### src/rtl/saes_encrypt_ctrl.sv
// ----------------------------------------------------------------------------
// saes_encrypt_ctrl
//
// Iterative S-AES encryption engine. One 16-bit block is taken through
// AddRoundKey(K0), round 1 (NibSub, ShiftRows, MixColumns, AddRoundKey(K1))
// and round 2 (NibSub, ShiftRows, AddRoundKey(K2)), one round per clock.
// Round keys are expanded on the fly from the previous round key, so a
// single key-schedule step and a single substitution/ShiftRows datapath
// serve both rounds. MixColumns is used in round 1 and bypassed in round 2.
//
// Ports
//   clk         single clock, rising edge
//   rst_n       synchronous active-low reset
//   in_valid    plaintext/key pair available
//   in_ready    engine idle, able to accept a pair
//   plaintext   block to encrypt, nibbles s00,s10,s01,s11 from MSB down
//   key         cipher key, w0 = key[15:8], w1 = key[7:0]
//   out_valid   ciphertext valid, held until out_ready
//   out_ready   downstream accepts the ciphertext
//   ciphertext  registered result
//
// State layout: byte [15:8] is column 0 (s00,s10), byte [7:0] is column 1
// (s01,s11).
// ----------------------------------------------------------------------------

// GF(2^4) MixColumns with matrix [1 4; 4 1], modulus x^4 + x + 1.
module saes_mix_columns (
    input  logic [15:0] din,
    output logic [15:0] dout
);

    // Multiply by x, reducing x^4 to x + 1.
    function automatic logic [3:0] xtime(input logic [3:0] a);
        return {a[2:0], 1'b0} ^ (a[3] ? 4'b0011 : 4'b0000);
    endfunction

    function automatic logic [3:0] mul4(input logic [3:0] a);
        return xtime(xtime(a));
    endfunction

    always_comb begin
        dout[15:12] = din[15:12]       ^ mul4(din[11:8]);
        dout[11:8]  = mul4(din[15:12]) ^ din[11:8];
        dout[7:4]   = din[7:4]         ^ mul4(din[3:0]);
        dout[3:0]   = mul4(din[7:4])   ^ din[3:0];
    end

endmodule

module saes_encrypt_ctrl (
    input  logic        clk,
    input  logic        rst_n,
    input  logic        in_valid,
    output logic        in_ready,
    input  logic [15:0] plaintext,
    input  logic [15:0] key,
    output logic        out_valid,
    input  logic        out_ready,
    output logic [15:0] ciphertext
);

    typedef enum logic [1:0] {
        IDLE = 2'd0,
        RND1 = 2'd1,
        RND2 = 2'd2,
        DONE = 2'd3
    } fsm_e;

    localparam logic [7:0] RCON1 = 8'h80;
    localparam logic [7:0] RCON2 = 8'h30;

    fsm_e        fsm_q, fsm_d;
    logic [15:0] state_r, state_d;
    logic [15:0] rkey_r, rkey_d;
    logic        out_valid_r, out_valid_d;

    logic [15:0] sr_out;     // ShiftRows(NibSub(state_r))
    logic [15:0] mix_out;    // MixColumns(sr_out)
    logic [15:0] rkey_next;  // next round key derived from rkey_r
    logic [7:0]  rcon;

    // ------------------------------------------------------------------
    // Datapath helpers
    // ------------------------------------------------------------------
    function automatic logic [3:0] sbox(input logic [3:0] n);
        logic [3:0] s;
        case (n)
            4'h0: s = 4'h9;
            4'h1: s = 4'h4;
            4'h2: s = 4'hA;
            4'h3: s = 4'hB;
            4'h4: s = 4'hD;
            4'h5: s = 4'h1;
            4'h6: s = 4'h8;
            4'h7: s = 4'h5;
            4'h8: s = 4'h6;
            4'h9: s = 4'h2;
            4'hA: s = 4'h0;
            4'hB: s = 4'h3;
            4'hC: s = 4'hC;
            4'hD: s = 4'hE;
            4'hE: s = 4'hF;
            default: s = 4'h7;
        endcase
        return s;
    endfunction

    function automatic logic [7:0] sub_byte(input logic [7:0] b);
        return {sbox(b[7:4]), sbox(b[3:0])};
    endfunction

    function automatic logic [7:0] rot_nib(input logic [7:0] b);
        return {b[3:0], b[7:4]};
    endfunction

    function automatic logic [15:0] nib_sub(input logic [15:0] s);
        return {sub_byte(s[15:8]), sub_byte(s[7:0])};
    endfunction

    // Row 1 holds s10 ([11:8]) and s11 ([3:0]); rotating it swaps them.
    function automatic logic [15:0] shift_rows(input logic [15:0] s);
        return {s[15:12], s[3:0], s[7:4], s[11:8]};
    endfunction

    // One key-schedule step: {w0,w1} -> {w2,w3}.
    function automatic logic [15:0] key_step(input logic [15:0] k,
                                             input logic [7:0]  rc);
        logic [7:0] wa;
        logic [7:0] wb;
        wa = k[15:8] ^ rc ^ sub_byte(rot_nib(k[7:0]));
        wb = wa ^ k[7:0];
        return {wa, wb};
    endfunction

    // ------------------------------------------------------------------
    // Shared round datapath and key schedule
    // ------------------------------------------------------------------
    // In RND1 rkey_r holds K0 and the step yields K1; in RND2 it holds K1
    // and the step yields K2, so only the round constant changes.
    assign rcon      = (fsm_q == RND1) ? RCON1 : RCON2;
    assign rkey_next = key_step(rkey_r, rcon);
    assign sr_out    = shift_rows(nib_sub(state_r));

    saes_mix_columns u_mix_columns (
        .din  (sr_out),
        .dout (mix_out)
    );

    // ------------------------------------------------------------------
    // Next-state and output logic
    // ------------------------------------------------------------------
    always_comb begin
        // NOTE: every signal written here gets a default first, so no path
        // leaves one unassigned and no latch is inferred.
        fsm_d       = fsm_q;
        state_d     = state_r;
        rkey_d      = rkey_r;
        out_valid_d = out_valid_r;

        case (fsm_q)
            IDLE: begin
                if (in_valid) begin
                    state_d = plaintext ^ key;
                    rkey_d  = key;
                    fsm_d   = RND1;
                end
            end
            RND1: begin
                state_d = mix_out ^ rkey_next;
                rkey_d  = rkey_next;
                fsm_d   = RND2;
            end
            RND2: begin
                state_d     = sr_out ^ rkey_next;
                out_valid_d = 1'b1;
                fsm_d       = DONE;
            end
            DONE: begin
                if (out_ready) begin
                    out_valid_d = 1'b0;
                    fsm_d       = IDLE;
                end
            end
            default: fsm_d = IDLE;
        endcase
    end

    // ------------------------------------------------------------------
    // Registers
    // ------------------------------------------------------------------
    always_ff @(posedge clk) begin
        // NOTE: the datapath registers are reset too, because ciphertext
        // is driven straight from state_r and must read zero after reset.
        if (!rst_n) begin
            fsm_q       <= IDLE;
            state_r     <= '0;
            rkey_r      <= '0;
            out_valid_r <= 1'b0;
        end else begin
            // NOTE: non-blocking assignments so every register samples the
            // pre-edge values computed above, independent of statement order.
            fsm_q       <= fsm_d;
            state_r     <= state_d;
            rkey_r      <= rkey_d;
            out_valid_r <= out_valid_d;
        end
    end

    assign in_ready   = (fsm_q == IDLE);
    assign out_valid  = out_valid_r;
    assign ciphertext = state_r;

endmodule

### config.mk
export PLATFORM = sky130hd
export DESIGN_NAME = saes_encrypt_ctrl
export DESIGN_NICKNAME = d
export VERILOG_FILES = /design/src/rtl/saes_encrypt_ctrl.sv
export SDC_FILE = /design/constraint.sdc
export NUM_CORES = 1
export LEC_CHECK = 0
export CORE_MARGIN = 3
export CORE_UTILIZATION = 35
export DETAILED_ROUTE_END_ITERATION = 12
export SYNTH_ARGS = -nofsm -noshare
export SYNTH_HDL_FRONTEND = slang
export SYNTH_SLANG_ARGS = --single-unit
### constraint.sdc
create_clock -name clk -period 2.8 [get_ports clk]
set_input_delay 0.7 -clock clk [delete_from_list [all_inputs] [get_ports clk]]
set_output_delay 0.7 -clock clk [all_outputs]
set_load 0.01 [all_outputs]
==> qor.csv <==
metric,value,unit
HPWL after DPL,10800,um
setup ws final,97.7,ps
dominant synthesized flop cell,dfxtp_1,
synthesized instance count,507,
Critical Path RT,3060,ps
syn_nets,585,
"EDFF count, synth",0,
Synth top area share,26.6,%
Worst setup SP type,register,
gr usage total,19.1,%
mean number of vias per cell,4.95,
routed len/inst,16.1,um
P_leak,2.82,nW
sequential area share after synthesis,26.6,%
Peak VDD IR,0.583,mV
status,completed,
largest net degree at the start of global routing,18,
RSZ-0062 raised after global routing,true,
library cells used by synthesis,66,
fmax,370,MHz
Die W,119,um
global-route wire length before repair,21100,um
H-tree levels,3,
Max Cap Viol,0,
drt first pass iters,5,
"critical path fanouts, max",6,
most frequent cells in the layout,"buf_4, dfxtp_1, clkdlybuf4s50_1",
period utilization,96.5,%
Die Area,14100,sq um
most area-consuming cells after synthesis,"dfxtp_1, ha_1, xnor2_1",
gr ovfl total,0,
fin crit period,2700,ps
latest clock arrival within the worst-skew pair,340,ps
CTS tree,done,
IO Port Bufs,53,
worst min-delay path class,reg2reg,
CORE AREA,12200,sq um
Die Y,119,um
root buf cell,clkbuf_16,
drt initial violations,248,
post-synthesis cell area,4440,sq um
utilization after layout,51.5,%
"Avg Cell Area, Syn",8.75,sq um
Power Density,1590,nW/um^2
pre-CTS setup slack,-544,ps
share of post-route cells with drive strength above 1,25.0,%
Final setup violation count,0,
clk slew on worst S/H paths,50,ps
initial antenna violation count,0,
DRC viols,0,
Worst Tran Pin Value,536,ps
ant diodes,0,
Worst setup EP type,register,
Ports,54,
clk_skew,4.05,ps
CTS Sinks,59,
Routed Antenna Nets,0,
fraction of registers with async set/reset,0,%
Max-slew headroom,64.2,%
WP data arrival,2960,ps
final wirelength,13300,um
"Hold Vio Cnt, Final",0,
Std-Cell Rows,40,
RePlAce Congestion,0.891,
kind of critical path,reg2reg,
Worst R2R Setup Slack,100,ps
Initial Utilization,36.3,%
routed via count,4100,
fin. max-slew vios,0,
total CTS buffers,9,
"leading cell type in the layout, fill and taps excluded",buf_4,
Yosys reg bits,59,
YS warnings,0,
Yosys top cell by area,dfxtp_1,
Max clock buf depth,2,
Area Growth Syn to Fin,41.8,%
vias in the first global route,4177,
final net count,733,
## routing by layer
| layer | vias up | wire length [um] | share of wire, % | track usage [%] |
|---|---|---|---|---|
| li1 | 2065 | - | - | - |
| met3 | 18 | 487 | 3.7 | 3.68 |
| met2 | 86 | 6610 | 50 | 33.6 |
| met1 | 1931 | 5920 | 45 | 23.2 |
| met5 | - | 0 | 0 | 0 |
| met4 | 0 | 277 | 2.1 | 6.52 |
## worst paths after layout
path,start,end,cells past startpoint
setup reg to reg,fsm_q[1],sr_out[14],9
setup / recovery,fsm_q[1],sr_out[14],9
hold reg to reg,rkey_r[13],rkey_r[13],2
hold / removal,rkey_r[13],rkey_r[13],2
## area by class of cell
type	instances	area, sq um
well taps	168	210
clock inverters	1	5.00
inverters	37	139
multi-input cells	390	3130
fillers	1172	5920
repair buffers	158	1340
clock buffers	15	288
flip-flops and latches	59	1180
## synth_stat cells, drive strengths merged (4+ instances only)
cell type and count:
dfxtp 59, xnor2 47, ha 42, nor2 38, inv 37, nand2 33
a21oi 25, o21ai 19, clkbuf 17, and2 14, mux2i 14, nor3 14
xor2 13, nand2b 9, nand3 9, mux2 8, a22oi 7, nor2b 7
o22a 7, o22ai 7, o2bb2ai 7, xnor3 6, and3 5, o31ai 5
o41ai 5, buf 4, o211ai 4, or3 4
## report_power, final
part	switching [W]	total [W]	internal (W)
clock network	0.000378	0.00107	0.000694
logic	0.00350	0.00734	0.00385
registers	0.000373	0.00162	0.00124
total	0.00425	0.0100	0.00578
## through the flow
stage	cell area (sq um)	instances	power (W)	hold slack, ps	TNS [ps]
2_1_floorplan	4460	507	0.00592	468	-4.17
3_3_place_gp	5880	807	0.00845	482	-5110
3_5_place_dp	5880	807	0.00859	497	-6550
4_1_cts	6190	823	0.00977	504	-19.3
5_1_grt	6290	828	0.0108	538	-198
6_report	6290	828	0.0100	500	0
## worst max-delay path, stage by stage, from the launching register on
cell,delay [ps]
dfxtp_2,310
inv_1,70
buf_4,110
ha_2,260
xor3_2,530
xnor3_1,350
o211a_1,270
or2_1,310
and4_1,230
nor3_2,180
## timing repair
item	4_1_cts	5_1_grt
endpoints found under the setup margin	9	18
hold buffers	0	0
pin swaps	0	9
setup buffers	0	5
gates resized for setup	3	21
## logic make-up (layout without fill, tap and decap cells)
logic type               count (synthesis)  after routing  synth area share, %
AO/OA/AOI/OAI                          116            116                 19.3
multiplexers                            23             23                 5.78
flip-flops                              59             59                 26.6
AND/OR/NAND/NOR                        142            142                 16.0
XOR/XNOR                                67             67                 15.4
adder cells (fa/ha/maj)                 42             42                 11.8
buffers and inverters                   58            211                 5.05
Note: power is estimated with default switching activity, not from simulation.
